<file path="config.mk">
export PLATFORM = sky130hd
export DESIGN_NAME = led_pattern_sequencer_flat
export DESIGN_NICKNAME = d
export VERILOG_FILES = /design/src/rtl/led_pattern_sequencer_if.sv /design/src/rtl/led_pattern_sequencer.sv /design/src/flat_wrapper.sv
export SDC_FILE = /design/constraint.sdc
export NUM_CORES = 1
export LEC_CHECK = 0
export ABC_AREA = 0
export BUFFER_PORTS_ARGS = -buffer_cell sky130_fd_sc_hd__buf_2
export CORE_MARGIN = 5
export CORE_UTILIZATION = 62
export CTS_CLUSTER_DIAMETER = 120
export DETAILED_ROUTE_END_ITERATION = 10
export PLACE_DENSITY = 0.95
export SLEW_MARGIN = 20
export SYNTH_ARGS = -nofsm -noshare
export SYNTH_HDL_FRONTEND = slang
export SYNTH_SLANG_ARGS = --single-unit
</file>
<file path="constraint.sdc">
create_clock -name clk -period 3.6 [get_ports clk]
set_clock_uncertainty 0.2 [all_clocks]
set_input_delay 0.72 -clock clk [delete_from_list [all_inputs] [get_ports clk]]
set_output_delay 0.72 -clock clk [all_outputs]
set_load 0.05 [all_outputs]
</file>
<file path="src/rtl/led_pattern_sequencer_if.sv">
// Control and display signals of the LED pattern sequencer.
// master drives the controls and observes the LEDs; slave is the sequencer itself.
interface led_pattern_sequencer_if #(
    parameter int unsigned led_number = 6,
    parameter int unsigned PWM_BITS   = 4
);
    logic [1:0]            mode;
    logic                  pause;
    logic                  step;
    logic [PWM_BITS-1:0]   brightness;
    logic [led_number-1:0] leds;
    logic [led_number-1:0] pattern;
    logic                  tick;

    modport master (
        output mode, pause, step, brightness,
        input  leds, pattern, tick
    );

    modport slave (
        input  mode, pause, step, brightness,
        output leds, pattern, tick
    );
endinterface

</file>
<file path="src/rtl/led_pattern_sequencer.sv">
// Steps the LED bank through off/blink/chase/count patterns at a prescaled rate,
// with pause/single-step control and PWM dimming onto active-low pins.
module led_pattern_sequencer #(
    parameter int unsigned led_number  = 6,
    parameter int unsigned TICK_CYCLES = 13500000,
    parameter int unsigned PWM_BITS    = 4
) (
    input logic                    clk,
    input logic                    rst,
    led_pattern_sequencer_if.slave bus
);
    localparam int unsigned PrescW = (TICK_CYCLES > 2) ? $clog2(TICK_CYCLES) : 1;
    localparam logic [PrescW-1:0] PrescMax = PrescW'(TICK_CYCLES - 1);

    typedef enum logic [1:0] {
        ModeOff   = 2'd0,
        ModeBlink = 2'd1,
        ModeChase = 2'd2,
        ModeCount = 2'd3
    } mode_e;

    mode_e                 mode_in;
    mode_e                 mode_q, mode_d;
    logic [led_number-1:0] pattern_q, pattern_d;
    logic [PrescW-1:0]     presc_q, presc_d;
    logic [PWM_BITS-1:0]   pwm_cnt_q, pwm_cnt_d;
    logic                  tick_q, tick_d;
    logic [led_number-1:0] leds_q, leds_d;

    logic mode_change;
    logic advance;
    logic pwm_on;

    assign mode_in = mode_e'(bus.mode);

    always_comb begin
        mode_change = (mode_in != mode_q);
        // step only counts while paused; auto-advance only while running
        advance     = (!bus.pause && (presc_q == PrescMax)) || (bus.pause && bus.step);
        pwm_on      = (bus.brightness == '1) || (pwm_cnt_q < bus.brightness);

        mode_d    = mode_q;
        pattern_d = pattern_q;
        tick_d    = 1'b0;
        pwm_cnt_d = pwm_cnt_q + 1'b1;
        leds_d    = ~(pattern_q & {led_number{pwm_on}});

        if (bus.pause || (presc_q == PrescMax)) begin
            presc_d = '0;
        end else begin
            presc_d = presc_q + 1'b1;
        end

        if (mode_change) begin
            // a coincident advance is dropped in favour of the new mode's seed
            mode_d  = mode_in;
            presc_d = '0;
            unique case (mode_in)
                ModeOff:   pattern_d = '0;
                ModeBlink: pattern_d = '1;
                ModeChase: pattern_d = {{(led_number-1){1'b0}}, 1'b1};
                ModeCount: pattern_d = '0;
            endcase
        end else if (advance) begin
            tick_d = 1'b1;
            unique case (mode_q)
                ModeOff:   pattern_d = '0;
                ModeBlink: pattern_d = ~pattern_q;
                ModeChase: pattern_d = {pattern_q[led_number-2:0], pattern_q[led_number-1]};
                ModeCount: pattern_d = pattern_q + 1'b1;
            endcase
        end
    end

    always_ff @(posedge clk) begin
        if (rst) begin
            mode_q    <= ModeOff;
            pattern_q <= '0;
            presc_q   <= '0;
            pwm_cnt_q <= '0;
            tick_q    <= 1'b0;
            leds_q    <= '1;
        end else begin
            mode_q    <= mode_d;
            pattern_q <= pattern_d;
            presc_q   <= presc_d;
            pwm_cnt_q <= pwm_cnt_d;
            tick_q    <= tick_d;
            leds_q    <= leds_d;
        end
    end

    assign bus.pattern = pattern_q;
    assign bus.tick    = tick_q;
    assign bus.leds    = leds_q;
endmodule

</file>
<file path="src/flat_wrapper.sv">
// flat-port wrapper written by rule: the top's interface ports become plain ports
module led_pattern_sequencer_flat 
#(
    parameter int unsigned led_number  = 6,
    parameter int unsigned TICK_CYCLES = 13500000,
    parameter int unsigned PWM_BITS    = 4
)
  (clk, rst, bus_mode, bus_pause, bus_step, bus_brightness, bus_leds, bus_pattern, bus_tick);
  led_pattern_sequencer_if #(.led_number(led_number), .PWM_BITS(PWM_BITS)) bus_i ();
  input logic clk;
  input logic rst;
  input wire logic [$bits(bus_i.mode)-1:0] bus_mode;
  input wire logic [$bits(bus_i.pause)-1:0] bus_pause;
  input wire logic [$bits(bus_i.step)-1:0] bus_step;
  input wire logic [$bits(bus_i.brightness)-1:0] bus_brightness;
  output wire logic [$bits(bus_i.leds)-1:0] bus_leds;
  output wire logic [$bits(bus_i.pattern)-1:0] bus_pattern;
  output wire logic [$bits(bus_i.tick)-1:0] bus_tick;
  assign bus_i.mode = bus_mode;
  assign bus_i.pause = bus_pause;
  assign bus_i.step = bus_step;
  assign bus_i.brightness = bus_brightness;
  assign bus_leds = bus_i.leds;
  assign bus_pattern = bus_i.pattern;
  assign bus_tick = bus_i.tick;
  led_pattern_sequencer #(.led_number(led_number), .TICK_CYCLES(TICK_CYCLES), .PWM_BITS(PWM_BITS)) u_core (.clk(clk), .rst(rst), .bus(bus_i));
endmodule
</file>
== Word level (Yosys, flattened, before mapping) ==
Index checks and enable logic that the tools add are counted.

* Register bits: 43
* Bits of input ports: 10
* Output and inout port bits: 13
* Word-level logic and storage cells: 39

* Add/subtract/negate cells: 3
* Magnitude comparators: 1
* Eq/ne operators: 9
* Mux-type cells: 5
* Bitwise logic cells: 3
* Reduce and logical (&&, ||, !) cells: 12

{| class="wikitable"
|+ Operator list
! operator !! number
|-
| 24-bit by 1-bit adder with 24-bit output (second input constant) || 1
|-
| 24-bit == test (second input constant) || 1
|-
| 6-bit case mux with 4 select lines || 1
|-
| 6-bit case mux with 3 select lines || 1
|-
| 6-bit 2-to-1 mux || 2
|-
| 6-bit inverter || 2
|-
| 2-bit == test (second input constant) || 4
|-
| 6-bit by 1-bit adder with 6-bit output (second input constant) || 1
|-
| 6-bit bitwise AND || 1
|-
| 4-bit by 1-bit adder with 4-bit output (second input constant) || 1
|-
| 2-bit by 1-bit == test with 1-bit output (second input constant) || 2
|-
| 4-bit == test (second input constant) || 1
|-
| 2-bit logical NOT || 2
|-
| 4-bit < comparator || 1
|-
| 2-bit OR reduction || 2
|-
| 1-bit logical OR || 3
|-
| 3-bit OR reduction || 1
|-
| 1-bit logical AND || 2
|-
| 2-bit != test || 1
|-
| 2-bit nonzero test || 1
|-
| 1-bit logical NOT || 1
|-
| 1-bit 2-to-1 mux || 1
|}

== Longest topological paths before layout ==
Gate-level depths: netlist of run 1.

* Depth in word-level cells: 5
* Depth in mapped cells: 8
* Mapped depth without buffers: 6

== Least setup slack after synthesis of run 1 ==
Ideal clock, no wire load.

* Path type: input -> register
* Start point: input bus_mode[1]
* End point: register u_core.presc_q[17]
* Library setup time: 0.064 ns
* Arrival time: 1.856 ns
* Required time: 3.336 ns
* Slack: 1.480 ns
* Stages on the path: 6
* Path buffers: 2
* Path through: xnor2_1 > nand3b_1 > or3_1 > clkbuf_1 > buf_2 > nor2_1

* Cells in the longest elaborated chain, start to end: 2

{| class="wikitable"
|+ Ends and longest elaborated chain
! what !! RTL line !! RTL
|-
| from (decl) || flat_wrapper.sv:12 || <nowiki>input wire logic [$bits(bus_i.mode)-1:0] bus_mode;</nowiki>
|-
| 2-bit != test || led_pattern_sequencer.sv:37 || <nowiki>mode_change = (mode_in != mode_q);</nowiki>
|-
| 3-bit OR reduction (no source line) || - ||
|-
| to (signal assigned) || led_pattern_sequencer.sv:86 || <nowiki>presc_q <= presc_d;</nowiki>
|-
| to (decl) || led_pattern_sequencer.sv:25 || <nowiki>logic [PrescW-1:0] presc_q, presc_d;</nowiki>
|}

Every way passes these cells.
A chain may end at the register's enable or synchronous reset.

== Worst setup path after layout of run 1 ==
* Start point: register u_core.presc_q[0]
* End point: register u_core.presc_q[14]

* Cells in the longest elaborated chain, start to end: 3
* Elaborated cells on any way between the ends: 4
* Those cells by class: add/sub: 1; eq/ne: 1; reduce/logical: 2

{| class="wikitable"
|+ Ends and longest elaborated chain
! what
|-
| parallel branches: the longest is 3 deep, another holds 24-bit by 1-bit adder with 24-bit output
|}

Parallel ways; which one is timed is not known.

==> results.ini, run 1 <==
[detailed_routing]
drt-pass1-iter-count = 4
vias = 1700
detail_route.wl_per_cell_um = 13.14
postRouteAntennaNets = 0
vias_per_cell = 5.611
drc_errors = 0
drt_iter0_markers = 101
wirelength_um = 3982

[final_layout]
finalNetCount = 273
layout_commonest_cell = dfxtp_1
diodes = 0
area_delta_synth_final_pct = 9.064
layout_common_cells = dfxtp_1 (43), nor2_1 (33), buf_2 (22)
drive_gt1_frac = 0.1245

[floorplanning]
coreArea_um2 = 3284
die_x_um = 67.99
die_area_um2 = 4622
ios = 23
rows = 21
start_util = 0.6347
die_height_um = 67.99

[yosys]
async_flop_share = 0
yosys_register_bits = 43
syn_area_per_cell_um2 = 8.870
synth_fp_nets = 252
syn-cell-area_um2 = 2084
yosys_warnings = 0
synth_edf_count = 0
synthFlopType = dfxtp_1
seq_area_frac_synth = 0.4130
netlist-cell-type-count = 40
syn_inst = 235

[timing]
period_share = 0.6555
rsz0062_at_grt = no
whs_ns = 0.2765
worst_pin_slew_ns = 0.7653
maxSlewViolCount = 0
tns_ns = 0
hold_viol_final = 0
max_freq_ghz = 0.4237
fin_crit_ns = 2.360
setup_viol = 0
slew_headroom = 0.4898

[clock_tree]
cts_hold_buffers = 0
cts_buffers = 5
cts.sinks = 43
clk_latency_ns = 0.35
cts_tree = built
postCtsSetupRepairBufs = 0
path_clk_slew_ns = 0.12
ctsHtreeMaxLevel = 2
root_buffer = clkbuf_4
clock_path_buffers = 2
cts-resized-gates = 0

[hold_path]
hold_path_class = reg2reg
whs_endpoint = u_core.pwm_cnt_q[0]
min_from = u_core.pwm_cnt_q[0]
holdPathStages = 1

[power]
vdd_ir_drop_max_mv = 0.2186
power_density_nw_per_um2 = 364.6
p_leak_nw = 0.8040

[setup_path]
required_ns = 3.61
r2r_cells = 6
r2r_start = u_core.presc_q[0]
reg2reg_to = u_core.presc_q[14]
crit_type = reg2reg
crit_path_start_kind = flop
setup.worst_path.end_class = flop
r2r_slack_ns = 1.24
crit_arrival_ns = 2.37
worstPathMaxFanout = 24

[status]
status = finished, final reports clean

[placement]
port_buffers = 22
place_hpwl_um = 2909
place_congestion = 0.8106

[run]
cap_violations = 0

[global_routing]
grt_antenna_before_repair = 0
grt_pass1_wl_um = 6644
grt_pass1_vias = 1527
track_usage = 0.1885
grt_max_degree = 25
overflow = 0

==> logic make-up after synthesis <==
family                   count (synthesis)  share of synthesized area
buffers and inverters                   19                    0.03541
AO/OA/AOI/OAI                           31                    0.09964
flip-flops                              43                     0.4130
adder cells (fa/ha/maj)                  7                    0.04201
XOR/XNOR                                29                     0.1219
multiplexers                             4                    0.01921
AND/OR/NAND/NOR                        102                     0.2689
==> sequential cells by signal, summed over array words and instances, names as in the netlist <==
| signal | count |
|---|---|
| u_core.mode_q | 2 |
| u_core.pwm_cnt_q | 4 |
| u_core.bus.leds | 6 |
| u_core.bus.tick | 1 |
| u_core.presc_q | 24 |
| u_core.bus.pattern | 6 |
==> critical path, cell delays in order, from the launching register on <==
cell     delay (ns)
dfxtp_1        0.41
ha_1           0.23
and4_1         0.29
nand2_1        0.13
nor4_1         0.18
or3_1          0.65
nor2_1         0.14
==> area by class of cell <==
cell class / instances / area, um^2
well taps: 46 / 57.56
fillers: 253 / 1011
multi-input cells: 173 / 1150
clock inverters: 2 / 12.51
repair buffers: 22 / 110.1
clock buffers: 6 / 41.29
inverters: 11 / 41.29
flip-flops and latches: 43 / 860.8
==> where the power goes <==
part / internal, mW / leakage [nW] / total (mW) / switching (mW)
logic: 0.0352 / 0.427 / 0.101 / 0.0655
registers: 0.488 / 0.349 / 0.505 / 0.0171
clock network: 0.0755 / 0.0282 / 0.223 / 0.148
total: 0.599 / 0.804 / 0.829 / 0.230
==> synth_stat cells (3+ instances only) <==
cell,instances,area share
a21oi_1,14,0.034
and4_1,4,0.017
clkbuf_1,5,0.0090
dfxtp_1,43,0.41
ha_1,7,0.042
inv_1,11,0.020
mux2i_1,4,0.019
nand2_1,11,0.020
nand2b_1,4,0.012
nand3_1,8,0.019
nand4_1,6,0.018
nor2_1,33,0.059
nor2b_1,4,0.012
nor3_1,11,0.026
nor3b_1,8,0.029
o21ai_1,3,0.0072
xnor2_1,20,0.084
xor2_1,9,0.038
==> layer usage <==
| metal | up-vias | track usage | wire, um |
|---|---|---|---|
| li1 | 861 | - | - |
| met1 | 789 | 0.2313 | 1781 |
| met2 | 43 | 0.3177 | 1998 |
| met3 | 7 | 0.04598 | 168 |
| met4 | 0 | 0.06948 | 33 |
| met5 | - | 0 | 0 |
==> stage by stage <==
stage | std cells | power, mW | utilization | area, um^2 | worst slack (ns)
final | 303 | 0.8289 | 0.6922 | 2273 | 1.240
after floorplan | 235 | 0.5899 | - | 2085 | 1.480
after detailed placement | 295 | 0.6161 | 0.6758 | 2220 | 1.051
after CTS | 303 | 0.8349 | 0.6922 | 2273 | 1.251
after global placement | 295 | 0.6114 | 0.6758 | 2220 | 1.142
after global routing | 303 | 0.8665 | 0.6922 | 2273 | 1.037
==> worst max path at each step <==
stage | start | end | slack (ns) | cells past startpoint
floorplan | bus_mode[1] | u_core.presc_q[17] | 1.48 | 6
global placement | rst | u_core.presc_q[13] | 1.14 | 4
detailed placement | bus_mode[0] | u_core.presc_q[16] | 1.05 | 5
CTS | u_core.presc_q[0] | u_core.presc_q[14] | 1.25 | 6
global route | u_core.presc_q[0] | u_core.presc_q[13] | 1.04 | 6
finish | u_core.presc_q[0] | u_core.presc_q[14] | 1.24 | 6
No activity file was read; power rests on OpenSTA's default activity.
==> inputs of run 2 (changes only) <==
ABC_AREA = 1   (was 0)
CORE_UTILIZATION = 59   (was 62)
PLACE_DENSITY = 0.92   (was 0.95)
clock period = 2.2 ns   (was 3.6 ns; I/O delays follow)
==> results.ini, run 2 <==
[yosys]
syn-cell-area_um2 = 2385
yosysMostFrequentCell = nand2_1
muxShareOfSynthArea = 0
synth_simple_gate_area_frac = 0.3977
synth_xor_xnor_area_share = 0.02571
syn_area_per_cell_um2 = 7.035
synth_top_area_share = 0.3610
yosys.area.top_type = dfxtp_1
netlist-cell-type-count = 36
yosys_register_bits = 43
seq_area_frac_synth = 0.3610
synth_area_leaders = dfxtp_1 (36%), nand2_1 (13%), inv_1 (7.2%)
synth_fp_nets = 356
synth_commonest_cells = nand2_1 (83), inv_1 (46), nor2_1 (45)
synth_top_family_by_area = simple AND/OR/NAND/NOR gates
synth_edf_count = 0
async_flop_share = 0
syn_inst = 339
synthAdderAreaFrac = 0.03673
yosys_warnings = 0
synthFlopType = dfxtp_1
synth_compound_area_frac = 0.09182

[timing]
max_freq_ghz = 0.5189
fin_crit_ns = 1.927
worst_pin_slew_ns = 0.4552
rsz0062_at_grt = no
period_share = 0.8759
slew_headroom = 0.6965
fin_ws_ns = 0.2730
setup_viol = 0
tns_ns = 0
maxSlewViolCount = 0
hold_viol_final = 0

[global_routing]
overflow = 0
grt_max_degree = 17
grt_antenna_before_repair = 0
track_usage = 0.2060
grt_pass1_vias = 2135
grt_pass1_wl_um = 8769

[floorplanning]
die_height_um = 73.58
die_x_um = 73.58
die_area_um2 = 5413
rows = 23
coreArea_um2 = 3971
start_util = 0.6005
ios = 23

[final_layout]
layout_commonest_cell = nand2_1
area_delta_synth_final_pct = 11.96
diodes = 0
fillerInstances = 347
finalNetCount = 383
drive_gt1_frac = 0.1499
largest_reg_flops = 24
utilization = 0.6723
layout_common_cells = nand2_1 (83), inv_1 (46), nor2_1 (45)
regMostFlops = u_core.presc_q

[setup_path]
reg2reg_to = u_core.presc_q[3]
crit_arrival_ns = 1.92
crit_type = reg2reg
worstPathMaxFanout = 16
required_ns = 2.20
r2r_slack_ns = 0.27
r2r_start = u_core.presc_q[1]
startpoint = u_core.presc_q[1]
crit_path_start_kind = flop
r2r_cells = 9
crit_path_end = u_core.presc_q[3]
setup.worst_path.end_class = flop

[detailed_routing]
postRouteAntennaNets = 0
drt_iter0_markers = 182
vias = 2224
wirelength_um = 5017
detail_route.wl_per_cell_um = 12.03
drt-pass1-iter-count = 4
vias_per_cell = 5.333
drc_errors = 0

[power]
power_density_nw_per_um2 = 627.1
vdd_ir_drop_max_mv = 0.4470
finalPower_mw = 1.675
p_leak_nw = 1.068

[clock_tree]
cts_tree = built
cts.sinks = 43
clk_latency_ns = 0.30
cts_buffers = 5
ctsHtreeMaxLevel = 2
cts_hold_buffers = 0
root_buffer = clkbuf_8
cts-resized-gates = 0
postCtsSetupRepairBufs = 0
clock_path_buffers = 2
path_clk_slew_ns = 0.09

[placement]
place_congestion = 0.8902
port_buffers = 22
place_ws_ns = 0.2890
place_hpwl_um = 3859

[hold_path]
hold_path_class = in2reg
min_from = bus_mode[0]

[status]
status = finished, final reports clean

[run]
cap_violations = 0

==> run 2: cell count changes after synthesis, sizes merged, moves of 5 or more <==
| cell | change |
|---|---|
| xor2 | -7 |
| nor3b | -5 |
| xnor2 | -15 |
| and4 | -5 |
| nand2 | +75 |
| a21oi | +10 |
| nor2 | +15 |
| nand3 | +16 |
| inv | +36 |
| nand4 | +5 |
==> run 2: final cells by class <==
type,count,area [um^2],share of cell area
clock inverters,3,47.55,0.01781
multi-input cells,245,1316,0.4930
repair buffers,24,137.6,0.05155
well taps,50,62.56,0.02343
inverters,47,176.4,0.06607
flip-flops and latches,43,860.8,0.3224
clock buffers,5,68.82,0.02577
==> run 2: critical path, stage by stage (launching register included) <==
cell	delay, ns
dfxtp_1	0.37
ha_1	0.23
nand2_2	0.09
nor2_4	0.18
nand3_2	0.12
nor2_4	0.14
nand2_1	0.08
nand3_2	0.19
buf_12	0.18
nor3b_2	0.05
==> run 2: cell families after synthesis <==
family	count (synthesis)
xor+xnor	7
simple gates	192
fa+ha+maj	7
flops	43
compound gates	39
buf+inv	51
==> run 2: per-stage QoR <==
stage / hold slack [ns] / std cells / cell area (um^2)
CTS: 0.1770 / 417 / 2670
global placement: 0.2432 / 409 / 2554
finish: 0.1839 / 417 / 2670
detailed placement: 0.2525 / 409 / 2554
floorplan: 0.2299 / 339 / 2385
global route: 0.2049 / 417 / 2670
==> run 2: per-layer routing <==
layer | global-route usage | vias up | share of wire
met4 | 0.08853 | 0 | 0.018
met1 | 0.2360 | 1008 | 0.41
met5 | 0 | - | 0
met2 | 0.3612 | 63 | 0.51
li1 | - | 1145 | -
met3 | 0.04925 | 8 | 0.062
==> run 2: worst min path at each step <==
stage | to | cells past startpoint
finish | u_core.mode_q[0] | 3
global route | u_core.mode_q[0] | 3
CTS | u_core.mode_q[0] | 3
detailed placement | u_core.pwm_cnt_q[0] | 1
global placement | u_core.pwm_cnt_q[0] | 1
floorplan | u_core.pwm_cnt_q[0] | 1
==> run 2: report_power, final <==
part,switching [mW],internal (mW)
combinational,0.147,0.0634
clock,0.292,0.344
sequential,0.0268,0.801
total,0.466,1.21
